===== src/rtl/bus_arbiter_split.sv =====
// bus_arbiter_split: N-master / M-slave bus arbiter with fixed-priority or
// round-robin selection and split-transaction parking with timeout release.
module bus_arbiter_split #(
  parameter int unsigned NUM_MASTERS   = 2,
  parameter int unsigned NUM_SLAVES    = 3,
  parameter int unsigned SLAVE_LEN     = 2,
  parameter int unsigned RR_MODE       = 0,
  parameter int unsigned SPLIT_TIMEOUT = 255,
  parameter int unsigned ID_W          = (NUM_MASTERS > 1) ? $clog2(NUM_MASTERS) : 1
) (
  input  logic                             clk,
  input  logic                             reset,
  input  logic [NUM_MASTERS-1:0]           request,
  input  logic [NUM_MASTERS*SLAVE_LEN-1:0] slave_sel,
  input  logic                             trans_done,
  input  logic [NUM_SLAVES-1:0]            split_en,
  output logic [NUM_MASTERS-1:0]           grant,
  output logic [ID_W-1:0]                  grant_id,
  output logic                             arbiter_busy,
  output logic                             bus_busy,
  output logic [NUM_MASTERS-1:0]           split_parked,
  output logic                             split_timeout_err
);

  localparam int unsigned CNT_W = 8;

  typedef enum logic {
    S_IDLE = 1'b0,
    S_BUSY = 1'b1
  } state_t;

  // Registered state
  state_t                 r_state;
  logic [NUM_MASTERS-1:0] r_grant;
  logic [ID_W-1:0]        r_grant_id;
  logic [ID_W-1:0]        r_rr_ptr;
  logic [NUM_MASTERS-1:0] r_parked;
  logic [NUM_MASTERS-1:0] r_resume;
  logic [SLAVE_LEN-1:0]   r_park_slave [NUM_MASTERS];
  logic [CNT_W-1:0]       r_cnt        [NUM_MASTERS];
  logic                   r_timeout_err;

  // Next-state values
  state_t                 w_state_nxt;
  logic [NUM_MASTERS-1:0] w_grant_nxt;
  logic [ID_W-1:0]        w_grant_id_nxt;
  logic [ID_W-1:0]        w_rr_ptr_nxt;
  logic [NUM_MASTERS-1:0] w_parked_nxt;
  logic [NUM_MASTERS-1:0] w_resume_nxt;
  logic [SLAVE_LEN-1:0]   w_park_slave_nxt [NUM_MASTERS];
  logic [CNT_W-1:0]       w_cnt_nxt        [NUM_MASTERS];
  logic                   w_timeout_err_nxt;

  // Decoded per-master / per-slave information
  logic [SLAVE_LEN-1:0]   w_sel        [NUM_MASTERS];
  logic [NUM_MASTERS-1:0] w_sel_valid;
  logic [NUM_MASTERS-1:0] w_sel_split;
  logic [NUM_MASTERS-1:0] w_sel_blocked;
  logic [NUM_MASTERS-1:0] w_park_split;
  logic [NUM_SLAVES-1:0]  w_slave_parked;
  logic                   w_cur_split;
  logic [SLAVE_LEN-1:0]   w_cur_sel;

  // Arbitration
  logic [NUM_MASTERS-1:0] w_resume_req;
  logic [NUM_MASTERS-1:0] w_elig;
  logic                   w_win_vld;
  logic [ID_W-1:0]        w_win_id;

  // Rotated index for the round-robin search, ptr + k modulo NUM_MASTERS.
  function automatic int unsigned rr_idx(input int unsigned ptr, input int unsigned k);
    int unsigned sum;
    sum = ptr + k;
    if (sum >= NUM_MASTERS) sum = sum - NUM_MASTERS;
    return sum;
  endfunction

  // Decode slave selects, parked slaves and the split request seen by the current owner.
  always_comb begin
    w_slave_parked = '0;
    w_park_split   = '0;
    w_sel_valid    = '0;
    w_sel_split    = '0;
    w_sel_blocked  = '0;
    w_cur_split    = 1'b0;
    w_cur_sel      = '0;
    for (int unsigned i = 0; i < NUM_MASTERS; i++) begin
      w_sel[i] = slave_sel[i*SLAVE_LEN +: SLAVE_LEN];
      for (int unsigned s = 0; s < NUM_SLAVES; s++) begin
        if (r_park_slave[i] == SLAVE_LEN'(s)) begin
          w_park_split[i] = split_en[s];
          if (r_parked[i]) w_slave_parked[s] = 1'b1;
        end
      end
    end
    for (int unsigned i = 0; i < NUM_MASTERS; i++) begin
      for (int unsigned s = 0; s < NUM_SLAVES; s++) begin
        if (w_sel[i] == SLAVE_LEN'(s)) begin
          w_sel_valid[i]   = 1'b1;
          w_sel_split[i]   = split_en[s];
          w_sel_blocked[i] = w_slave_parked[s];
        end
      end
      if (r_grant_id == ID_W'(i)) begin
        w_cur_split = w_sel_valid[i] & w_sel_split[i];
        w_cur_sel   = w_sel[i];
      end
    end
  end

  // Eligibility and winner selection: resuming masters first, then fixed or round-robin.
  always_comb begin
    w_resume_req = r_resume & request;
    w_elig       = '0;
    w_win_vld    = 1'b0;
    w_win_id     = '0;
    for (int unsigned i = 0; i < NUM_MASTERS; i++) begin
      w_elig[i] = (request[i] & ~r_parked[i] & ~w_sel_blocked[i]) | w_resume_req[i];
    end
    if (|w_resume_req) begin
      for (int unsigned i = 0; i < NUM_MASTERS; i++) begin
        if (!w_win_vld && w_resume_req[i]) begin
          w_win_vld = 1'b1;
          w_win_id  = ID_W'(i);
        end
      end
    end else if (RR_MODE != 0) begin
      for (int unsigned k = 0; k < NUM_MASTERS; k++) begin
        for (int unsigned j = 0; j < NUM_MASTERS; j++) begin
          if (!w_win_vld && w_elig[j] && (j == rr_idx(32'(r_rr_ptr), k))) begin
            w_win_vld = 1'b1;
            w_win_id  = ID_W'(j);
          end
        end
      end
    end else begin
      for (int unsigned i = 0; i < NUM_MASTERS; i++) begin
        if (!w_win_vld && w_elig[i]) begin
          w_win_vld = 1'b1;
          w_win_id  = ID_W'(i);
        end
      end
    end
  end

  // Next-state logic: park aging/release, then the IDLE/BUSY tenure FSM.
  always_comb begin
    w_state_nxt       = r_state;
    w_grant_nxt       = r_grant;
    w_grant_id_nxt    = r_grant_id;
    w_rr_ptr_nxt      = r_rr_ptr;
    w_parked_nxt      = r_parked;
    w_resume_nxt      = r_resume;
    w_timeout_err_nxt = 1'b0;
    for (int unsigned i = 0; i < NUM_MASTERS; i++) begin
      w_park_slave_nxt[i] = r_park_slave[i];
      w_cnt_nxt[i]        = r_cnt[i];
    end

    // A parked master leaves park when its slave drops split or its counter times out.
    for (int unsigned i = 0; i < NUM_MASTERS; i++) begin
      if (r_parked[i]) begin
        if (!w_park_split[i]) begin
          w_parked_nxt[i] = 1'b0;
          w_resume_nxt[i] = 1'b1;
          w_cnt_nxt[i]    = '0;
        end else if ((r_cnt[i] + CNT_W'(1)) == CNT_W'(SPLIT_TIMEOUT)) begin
          w_parked_nxt[i]   = 1'b0;
          w_resume_nxt[i]   = 1'b1;
          w_cnt_nxt[i]      = '0;
          w_timeout_err_nxt = 1'b1;
        end else begin
          w_cnt_nxt[i] = r_cnt[i] + CNT_W'(1);
        end
      end
    end

    case (r_state)
      S_IDLE: begin
        if (w_win_vld) begin
          w_state_nxt    = S_BUSY;
          w_grant_id_nxt = w_win_id;
          for (int unsigned j = 0; j < NUM_MASTERS; j++) begin
            w_grant_nxt[j] = (w_win_id == ID_W'(j));
            if (w_win_id == ID_W'(j)) w_resume_nxt[j] = 1'b0;
          end
        end
      end
      S_BUSY: begin
        // trans_done outranks a split raised in the same cycle.
        if (trans_done) begin
          w_state_nxt    = S_IDLE;
          w_grant_nxt    = '0;
          w_grant_id_nxt = '0;
          if (r_grant_id == ID_W'(NUM_MASTERS - 1)) w_rr_ptr_nxt = '0;
          else                                      w_rr_ptr_nxt = r_grant_id + ID_W'(1);
        end else if (w_cur_split) begin
          w_state_nxt    = S_IDLE;
          w_grant_nxt    = '0;
          w_grant_id_nxt = '0;
          for (int unsigned j = 0; j < NUM_MASTERS; j++) begin
            if (r_grant_id == ID_W'(j)) begin
              w_parked_nxt[j]     = 1'b1;
              w_park_slave_nxt[j] = w_cur_sel;
              w_cnt_nxt[j]        = '0;
            end
          end
        end
      end
      default: begin
        w_state_nxt    = S_IDLE;
        w_grant_nxt    = '0;
        w_grant_id_nxt = '0;
      end
    endcase
  end

  // State register with synchronous reset; reset discards any parked master.
  always_ff @(posedge clk) begin
    if (reset) begin
      r_state       <= S_IDLE;
      r_grant       <= '0;
      r_grant_id    <= '0;
      r_rr_ptr      <= '0;
      r_parked      <= '0;
      r_resume      <= '0;
      r_timeout_err <= 1'b0;
      for (int unsigned i = 0; i < NUM_MASTERS; i++) begin
        r_park_slave[i] <= '0;
        r_cnt[i]        <= '0;
      end
    end else begin
      r_state       <= w_state_nxt;
      r_grant       <= w_grant_nxt;
      r_grant_id    <= w_grant_id_nxt;
      r_rr_ptr      <= w_rr_ptr_nxt;
      r_parked      <= w_parked_nxt;
      r_resume      <= w_resume_nxt;
      r_timeout_err <= w_timeout_err_nxt;
      for (int unsigned i = 0; i < NUM_MASTERS; i++) begin
        r_park_slave[i] <= w_park_slave_nxt[i];
        r_cnt[i]        <= w_cnt_nxt[i];
      end
    end
  end

  assign grant             = r_grant;
  assign grant_id          = r_grant_id;
  assign arbiter_busy      = (r_state == S_BUSY);
  assign bus_busy          = |r_grant;
  assign split_parked      = r_parked;
  assign split_timeout_err = r_timeout_err;

endmodule

===== config.mk =====
export PLATFORM = sky130hd
export DESIGN_NAME = bus_arbiter_split
export DESIGN_NICKNAME = d
export VERILOG_FILES = /design/src/rtl/bus_arbiter_split.sv
export SDC_FILE = /design/constraint.sdc
export NUM_CORES = 1
export LEC_CHECK = 0
export CORE_MARGIN = 2
export CORE_UTILIZATION = 60
export DETAILED_ROUTE_END_ITERATION = 10
export PLACE_DENSITY = 0.87
export SLEW_MARGIN = 0
export SYNTH_ARGS = -nofsm -noshare
export SYNTH_HDL_FRONTEND = slang
export SYNTH_SLANG_ARGS = --single-unit
export TNS_END_PERCENT = 5

===== constraint.sdc =====
create_clock -name clk -period 3.85 [get_ports clk]
set_clock_uncertainty 0.2 [all_clocks]
set_input_delay 0.77 -clock clk [delete_from_list [all_inputs] [get_ports clk]]
set_output_delay 0.77 -clock clk [all_outputs]
set_load 0.005 [all_outputs]

==> results of run 1 <==
[per-layer routing]
metal / GRT usage [%] / up-vias / part of all wire [%]
li1: - / 843 / -
met1: 33.56 / 797 / 47
met2: 41.41 / 60 / 46
met3: 2.198 / 9 / 4.8
met4: 10.96 / 0 / 2.2
met5: 0 / - / 0
[power by group through the flow]
stage | Clock [W] | Sequential (W) | Combinational, W
final | 0.000196 | 0.000300 | 0.0000695
after global routing | 0.000203 | 0.000301 | 0.0000763
after CTS | 0.000198 | 0.000300 | 0.0000693
after detailed placement | 0 | 0.000306 | 0.0000686
after global placement | 0 | 0.000306 | 0.0000678
after floorplan | 0 | 0.000305 | 0.0000368
[cell type report]
cell class | instances | area [um2]
fillers | 230 | 762.0
flip-flops and latches | 28 | 560.5
multi-input cells | 175 | 1136
clock inverters | 1 | 30.03
inverters | 9 | 33.78
well taps | 31 | 38.79
clock buffers | 3 | 22.52
repair buffers | 20 | 197.7
[worst min path at each step]
stage / cells past startpoint / end / slack [ps] / start
after global routing: 1 / r_resume[1] / 380 / r_resume[1]
after global placement: 2 / r_cnt[0][3] / 300 / r_cnt[0][3]
after detailed placement: 2 / r_cnt[0][3] / 310 / r_cnt[0][3]
after CTS: 2 / r_cnt[0][3] / 330 / r_cnt[0][3]
final: 2 / r_cnt[0][3] / 320 / r_cnt[0][3]
after floorplan: 2 / r_cnt[0][3] / 270 / r_cnt[0][3]
[worst reg2reg max path, delay by kind of cell, from the launching register on]
kind                     cells  cell delay, ps
AO/OA/AOI/OAI                4            1480
AND/OR/NAND/NOR              2             290
flip-flops                   1             410
adder cells (fa/ha/maj)      1             270
[layout by cell type (no fill, tap or decap), types with 4 or more instances in the layout]
cell type	count
dfxtp_1	28
nor2_1	23
nand2_1	19
clkdlybuf4s50_1	19
a21oi_1	13
inv_1	9
nor3_1	9
nand2b_1	9
nand3_1	8
nand4_1	8
nor2b_1	7
mux2i_1	6
xnor2_1	5
o21ai_1	5
and2_1	4
a221o_1	4
ha_1	4
[flip-flops by register name, indices dropped and copies added, names as in the netlist]
register / flops
r_cnt: 16
grant: 2
split_timeout_err: 1
split_parked: 2
arbiter_busy: 1
r_resume: 2
r_park_slave: 4
[logic make-up (layout without fill, tap and decap cells)]
group	count (synthesis)	count (layout)	share of synthesized area (%)
xor gates and xnor gates	5	5	2.475
adders and majority gates	4	4	2.829
DFF	28	28	31.68
buffers and inverters	16	33	4.101
muxes	8	8	4.668
AOI/OAI and AO/OA	60	60	24.97
and+or+nand+nor	98	98	29.28
[stage by stage]
stage | hold slack [ps] | utilization, %
floorplan | 272.1 | -
global placement | 303.4 | 70.72
detailed placement | 308.1 | 70.72
CTS | 327.8 | 72.60
global route | 377.2 | 72.60
finish | 323.0 | 72.60
==> flow_summary.yaml, run 1 <==
synth:
  ys_ff_latch: 28
  synth_top_cells_by_count: "dfxtp_1 (28), nor2_1 (23), nand2_1 (19)"
  synth_edf_count: 0
  ys_async_sr_fraction_pct: 0
  yosysSeqAreaShare_pct: 31.68
  synth_fp_nets: 235
  synth_top_area_share_pct: 31.68
  synth_cell_types: 54
  synth_area_leaders: "dfxtp_1 (32%), nor2_1 (4.9%), nand2_1 (4.0%), a21oi_1 (3.7%), mux2i_1 (3.4%)"
  syn_area_um2: 1769
  syn_inst: 219
  yosysMostFrequentCell: "dfxtp_1"
  synthFlopType: "dfxtp_1"
  avgSynthCellArea_um2: 8.079
  ys.warnings.count: 0
  synth_area_leader_cell: "dfxtp_1"
grt:
  antenna_found_initial: 0
  grt_pass1_wl_um: 6782
  grtUsageTotal_pct: 25.10
  grt_max_degree: 17
  grt_overflow: 0
  grt_pass1_vias: 1544
detailed_routing:
  drt_iter0_markers: 102
  routedWlPerCell_um: 15.02
  viasPerCell: 6.401
  drt-total-wl_um: 4011
  drc_errors: 0
  ant_nets: 0
  dr.pass1.iters: 5
  vias: 1709
floorplan:
  die_area_um2: 3399
  pin_count: 20
  initial_core_util_pct: 63.61
  die_x_um: 58.30
  core_area_um2: 2781
  die_h_um: 58.30
  rows: 19
cts:
  postCtsSetupRepairBufs: 0
  clkLatencyLatePin_ps: 340
  cts_hold_buf: 0
  clkSinkCount: 28
  cts_resized: 0
  cts_buffers: 3
  clock_path_buffers: 2
  htree_levels: 1
  cts-root-buf: "clkbuf_4"
  cts_tree: "built"
  clk_pin_slew_worst_paths_ps: 160
place:
  port_buffers: 19
  place_area_um2: 1967
  place_congestion: 0.8669
  dpl.hpwl_um: 2961
  dp.cells: 263
  post-place-ws_ps: 781.5
timing:
  finalHoldViolCount: 0
  rsz0062_at_grt: "false"
  fin_tns_setup_ps: 0
  setup_viol_count_final: 0
  max_freq_ghz: 0.3647
  slew_viol_final: 0
  period_minus_slack_ps: 2742
  fin_ws_ps: 1108
  relSlewSlack_pct: 44.90
  worst_pin_slew_ps: 825.1
  finalCritPeriodShare_pct: 71.22
setup_path:
  cp.required_ps: 3950
  critPathMaxStageDelay_ps: 550
  cp.arrival_ps: 2840
  r2r_setup_slack_ps: 1110
  path_buf_inv: 1
  r2r_start: "r_cnt[0][0]"
  ff2ff_path_depth: 7
  worstSetupPathType: "input pin to register"
  crit_cells: 7
  r2r-end: "r_cnt[0][6]"
  crit_fanout: 8
  endpoint: "r_cnt[0][12]"
  cp_slowest_cell: "clkdlybuf4s50_1"
  crit_family: "compound AO/OA/AOI/OAI gates"
  path_cells: "clkdlybuf4s50_1, mux2i_1, o21ai_2, a21oi_1, nor2b_1, a41o_1, a22o_1"
  cp-startpoint: "slave_sel[2]"
  end_kind: "register"
  start_kind: "input pin"
layout:
  areaGrowthSynthToFinish_pct: 14.14
  fin_nets: 253
  drive_gt1_share_pct: 5.932
  final_cells: 267
  diodes: 0
  finalInstanceArea_um2: 2019
min_path:
  worstHoldPathType: "register to register"
pwr:
  power.density_nw_per_um2: 280.4
  total_power_w: 0.0005662
  ir_drop_mv: 0.2203
  switching_share_pct: 23.21
  p_clk_share_pct: 34.7
  p_comb_share_pct: 12.3
  seq_power_share_pct: 53.0
  p_leak_nw: 0.7468
  switchingPower_w: 0.0001314
  internal-power_w: 0.0004348
run_status:
  status: "finished clean"
job:
  cap_violations: 0
Note: power is estimated with default switching activity, not from simulation.
==> run 2: changes to the inputs <==
- CORE_UTILIZATION: 60 -> 50
- PLACE_DENSITY: 0.87 -> 0.78
- clock period: 3.85 -> 2.3 ns (I/O delays scaled with it)
==> run 2 against run 1 <==
Effect of this change:
- routed wire length is 14% higher
- critical path depth is the same
- worst setup slack worse by 1000 ps
==> flow_summary.yaml, run 2 (synthesis results as in run 1) <==
run_status:
  status: "finished clean"
setup_path:
  cp.required_ps: 2340
  ff2ff_path_depth: 7
  crit_fanout: 6
  worstSetupPathType: "register to register"
  cp-startpoint: "r_cnt[0][8]"
  cp.arrival_ps: 2260
  critPathMaxStageDelay_ps: 440
  cp_slowest_cell: "or3_1"
  r2r_start: "r_cnt[0][8]"
  end_kind: "register"
  path_buf_inv: 0
  start_kind: "register"
  crit_family: "compound AO/OA/AOI/OAI gates"
  path_cells: "ha_2, nand3_1, o22ai_2, a31oi_2, or3_1, a41o_1, a22o_1"
  r2r_setup_slack_ps: 80
  r2r-end: "r_cnt[0][12]"
floorplan:
  core_area_um2: 3363
  die_h_um: 63.49
  die_x_um: 63.49
  rows: 21
  initial_core_util_pct: 52.60
  pin_count: 20
  die_area_um2: 4030
timing:
  relSlewSlack_pct: 74.10
  finalHoldViolCount: 0
  finalCritPeriodShare_pct: 96.43
  setup_viol_count_final: 0
  period_minus_slack_ps: 2218
  slew_viol_final: 0
  worst_pin_slew_ps: 387.5
  max_freq_ghz: 0.4509
grt:
  grt_overflow: 0
  antenna_found_initial: 0
  grt_pass1_vias: 1673
  grt_pass1_wl_um: 7638
  grt_max_degree: 16
  grtUsageTotal_pct: 23.69
min_path:
  min_from: "r_cnt[0][3]"
  whs_path_depth: 2
  min_to: "r_cnt[0][3]"
  worstHoldPathType: "register to register"
pwr:
  p_leak_nw: 0.9301
  seq_power_share_pct: 55.4
  p_comb_share_pct: 17.3
  switching_share_pct: 25.16
  p_clk_share_pct: 27.3
  internal-power_w: 0.0006751
  ir_drop_mv: 0.2655
  power.density_nw_per_um2: 379.7
  total_power_w: 0.0009021
  switchingPower_w: 0.0002269
cts:
  cts_tree: "built"
  cts_buffers: 3
  clkLatencyLatePin_ps: 330
  clock_path_buffers: 2
  clk_pin_slew_worst_paths_ps: 150
  cts-root-buf: "clkbuf_4"
  htree_levels: 1
  clkSinkCount: 28
layout:
  largest_register: "r_cnt"
  final_common_cell: "buf_4"
  fin_nets: 290
  drive_gt1_share_pct: 22.71
  largest_register_ff_count: 16
  largestRegisters: "r_cnt: 16 flops, r_park_slave: 4 flops"
  final_util_pct: 70.65
  diodes: 0
  layout_common_cells: "buf_4 (37), dfxtp_1 (25), nor2_1 (23)"
  areaGrowthSynthToFinish_pct: 34.30
detailed_routing:
  dr.pass1.iters: 4
  routedWlPerCell_um: 14.39
  vias: 1810
  drt_iter0_markers: 145
  ant_nets: 0
  drc_errors: 0
  drt-total-wl_um: 4590
  viasPerCell: 5.674
place:
  dpl.hpwl_um: 3381
  port_buffers: 19
  place_congestion: 0.8896
job:
  cap_violations: 0
==> run 2: worst min-delay path, delay by kind of cell, from the launching register on <==
kind	cells	cell delay (ps)
and+or+nand+nor	1	70
AOI/OAI and AO/OA	1	60
DFF	1	390
==> run 2: final cells by class <==
cell class	count	area, um2
clock buffers	4	36.28
multi-input cells	175	1194
inverters	9	33.78
repair buffers	57	488.0
fillers	281	987.2
well taps	46	57.56
flip-flops and latches	28	566.8
==> run 2: worst max path at each step <==
stage               cells after the start            to
floorplan                               8   r_cnt[0][6]
global placement                        7   r_cnt[0][4]
detailed placement                      7   r_cnt[0][4]
CTS                                     7   r_cnt[0][7]
global route                            7  r_cnt[0][12]
finish                                  7  r_cnt[0][12]
==> run 2: power groups by stage <==
stage | registers, W | clock network, W | logic [W]
floorplan | 0.000511 | 0 | 0.0000617
global route | 0.000501 | 0.000266 | 0.000171
finish | 0.000500 | 0.000246 | 0.000156
global placement | 0.000511 | 0 | 0.000150
CTS | 0.000501 | 0.000249 | 0.000154
detailed placement | 0.000511 | 0 | 0.000151
==> run 2: stage by stage <==
stage / TNS, ps / cell area, um2 / setup slack [ps] / hold slack [ps] / std cells
3_5_place_dp: -3182 / 2248 / -263.2 / 322.4 / 313
4_1_cts: 0 / 2310 / 10.32 / 343.1 / 317
2_1_floorplan: 0 / 1769 / 113.3 / 272.1 / 219
3_3_place_gp: -2569 / 2248 / -207.1 / 314.1 / 313
6_report: 0 / 2376 / 82.11 / 341.3 / 319
5_1_grt: -6.566 / 2376 / -6.566 / 362.7 / 319
==> run 2: timing repair <==
| item | 4_1_cts | 5_1_grt |
|---|---|---|
| setup endpoints to repair | 8 | 15 |
| buffers inserted | 0 | 2 |
| resized for setup | 5 | 10 |
| pin swaps | 0 | 1 |
| hold buffers | 0 | 0 |
==> run 2: routing by layer <==
layer / vias to the layer above / wire length, um / part of all wire, % / track usage (%)
li1: 921 / - / - / -
met1: 839 / 2062 / 45 / 30.64
met2: 44 / 2266 / 49 / 39.87
met3: 6 / 205 / 4.5 / 3.750
met4: 0 / 57 / 1.2 / 8.152
met5: - / 0 / 0 / 0
==> run 3: changes to the inputs <==
- PLACE_DENSITY: 0.78 -> 0.82
==> run 3 against run 2 <==
Effect of this change:
- final area down 2.2%
- hold slack better by 0.61 ps
- clock power up 34%
- global-route usage down 0.30 points
- largest cell class unchanged
- core utilization down 1.6 points
- sequential power about the same
- clock-buffer cell count down 1
- critical path depth up 1
- critical endpoint is now r_cnt[0][5]
==> flow_summary.yaml, run 3 (synthesis results as in run 1) <==
run_status:
  status: "finished clean"
cts:
  cts_hold_buf: 0
  cts_buffers: 3
  htree_levels: 1
  cts_tree: "built"
  clkLatencyLatePin_ps: 350
  clkSinkCount: 28
  clock_path_buffers: 2
  clk_pin_slew_worst_paths_ps: 160
  cts-root-buf: "clkbuf_4"
grt:
  grt_pass1_wl_um: 7693
  grt_overflow: 0
  antenna_found_initial: 0
  grt_max_degree: 17
  grtUsageTotal_pct: 23.39
  grt_pass1_vias: 1699
detailed_routing:
  viasPerCell: 5.840
  drt_iter0_markers: 139
  drc_errors: 0
  drt-total-wl_um: 4572
  ant_nets: 0
  dr.pass1.iters: 4
  vias: 1828
  routedWlPerCell_um: 14.61
setup_path:
  start_kind: "register"
  crit_fanout: 10
  cp_slowest_cell: "dfxtp_1"
  critPathMaxStageDelay_ps: 340
  worstSetupPathType: "register to register"
  path_buf_inv: 1
  cp.arrival_ps: 2300
  path_cells: "ha_1, and3_4, o32ai_4, a31oi_2, o311ai_4, buf_12, nor3_1, a211o_1"
  end_kind: "register"
  crit_family: "compound AO/OA/AOI/OAI gates"
  cp.required_ps: 2360
pwr:
  power.density_nw_per_um2: 421.6
  p_leak_nw: 0.9105
  ir_drop_mv: 0.2672
  total_power_w: 0.0009795
timing:
  slew_viol_final: 0
  max_freq_ghz: 0.4468
  relSlewSlack_pct: 74.36
  whs_ps: 341.9
  setup_viol_count_final: 0
  finalHoldViolCount: 0
  worst_pin_slew_ps: 374.8
  fin_ws_ps: 62.09
  period_minus_slack_ps: 2238
  rsz0062_at_grt: "false"
  finalCritPeriodShare_pct: 97.30
floorplan:
  die_x_um: 63.49
  die_area_um2: 4030
  die_h_um: 63.49
  rows: 21
  initial_core_util_pct: 52.60
  core_area_um2: 3363
  pin_count: 20
layout:
  final_cells: 313
  layout_common_cells: "buf_4 (31), dfxtp_1 (26), nor2_1 (23)"
  drive_gt1_share_pct: 18.73
  diodes: 0
  largestRegisters: "r_cnt: 16 flops, r_park_slave: 4 flops"
  final_util_pct: 69.08
  largest_register: "r_cnt"
  fin_nets: 284
  largest_register_ff_count: 16
  areaGrowthSynthToFinish_pct: 31.33
  final_common_cell: "buf_4"
job:
  cap_violations: 0
min_path:
  worstHoldPathType: "register to register"
place:
  post-place-ws_ps: -248.3
  port_buffers: 19
  place_congestion: 0.9863
  dpl.hpwl_um: 3305
  dp.cells: 308
==> run 3: cell type report <==
class / count / area [um2]
Inverter: 9 / 33.78
Timing Repair Buffer: 51 / 442.9
Multi-Input combinational cell: 175 / 1174
Clock buffer: 3 / 22.52
Sequential cell: 28 / 563.0
Clock inverter: 1 / 30.03
Fill cell: 286 / 1040
Tap cell: 46 / 57.56
==> run 3: per-stage QoR <==
stage               area (um2)  TNS, ps
finish                    2323        0
global route              2323        0
CTS                       2273        0
detailed placement        2211    -2562
global placement          2211    -1821
floorplan                 1769        0
==> run 3: report_power, final <==
group | total, W | switching [W] | internal (W) | leakage, nW
Sequential | 0.000503 | 0.0000108 | 0.000492 | 0.227
Combinational | 0.000147 | 0.0000648 | 0.0000825 | 0.655
Clock | 0.000329 | 0.000153 | 0.000177 | 0.0279
==> run 3: final timing paths <==
kind	from	endpoint	slack [ps]	depth (start not counted)
setup / recovery	r_cnt[0][0]	r_cnt[0][5]	60	8
hold / removal	r_cnt[0][9]	r_cnt[0][9]	340	1
setup reg to reg	r_cnt[0][0]	r_cnt[0][5]	60	8
hold reg to reg	r_cnt[0][9]	r_cnt[0][9]	340	1
==> run 3: timing repair <==
action	CTS	global route
setup endpoints to repair	8	9
buffers inserted	0	1
gates resized for setup	1	6
pin swaps	0	1
==> run 3: per-layer routing <==
metal  vias up  wire length [um]  global-route usage [%]
met3        13               205                   3.929
li1        905                 -                       -
met4         0                89                   7.880
met1       857              2126                   30.29
met2        53              2151                   39.21
met5         -                 0                       0
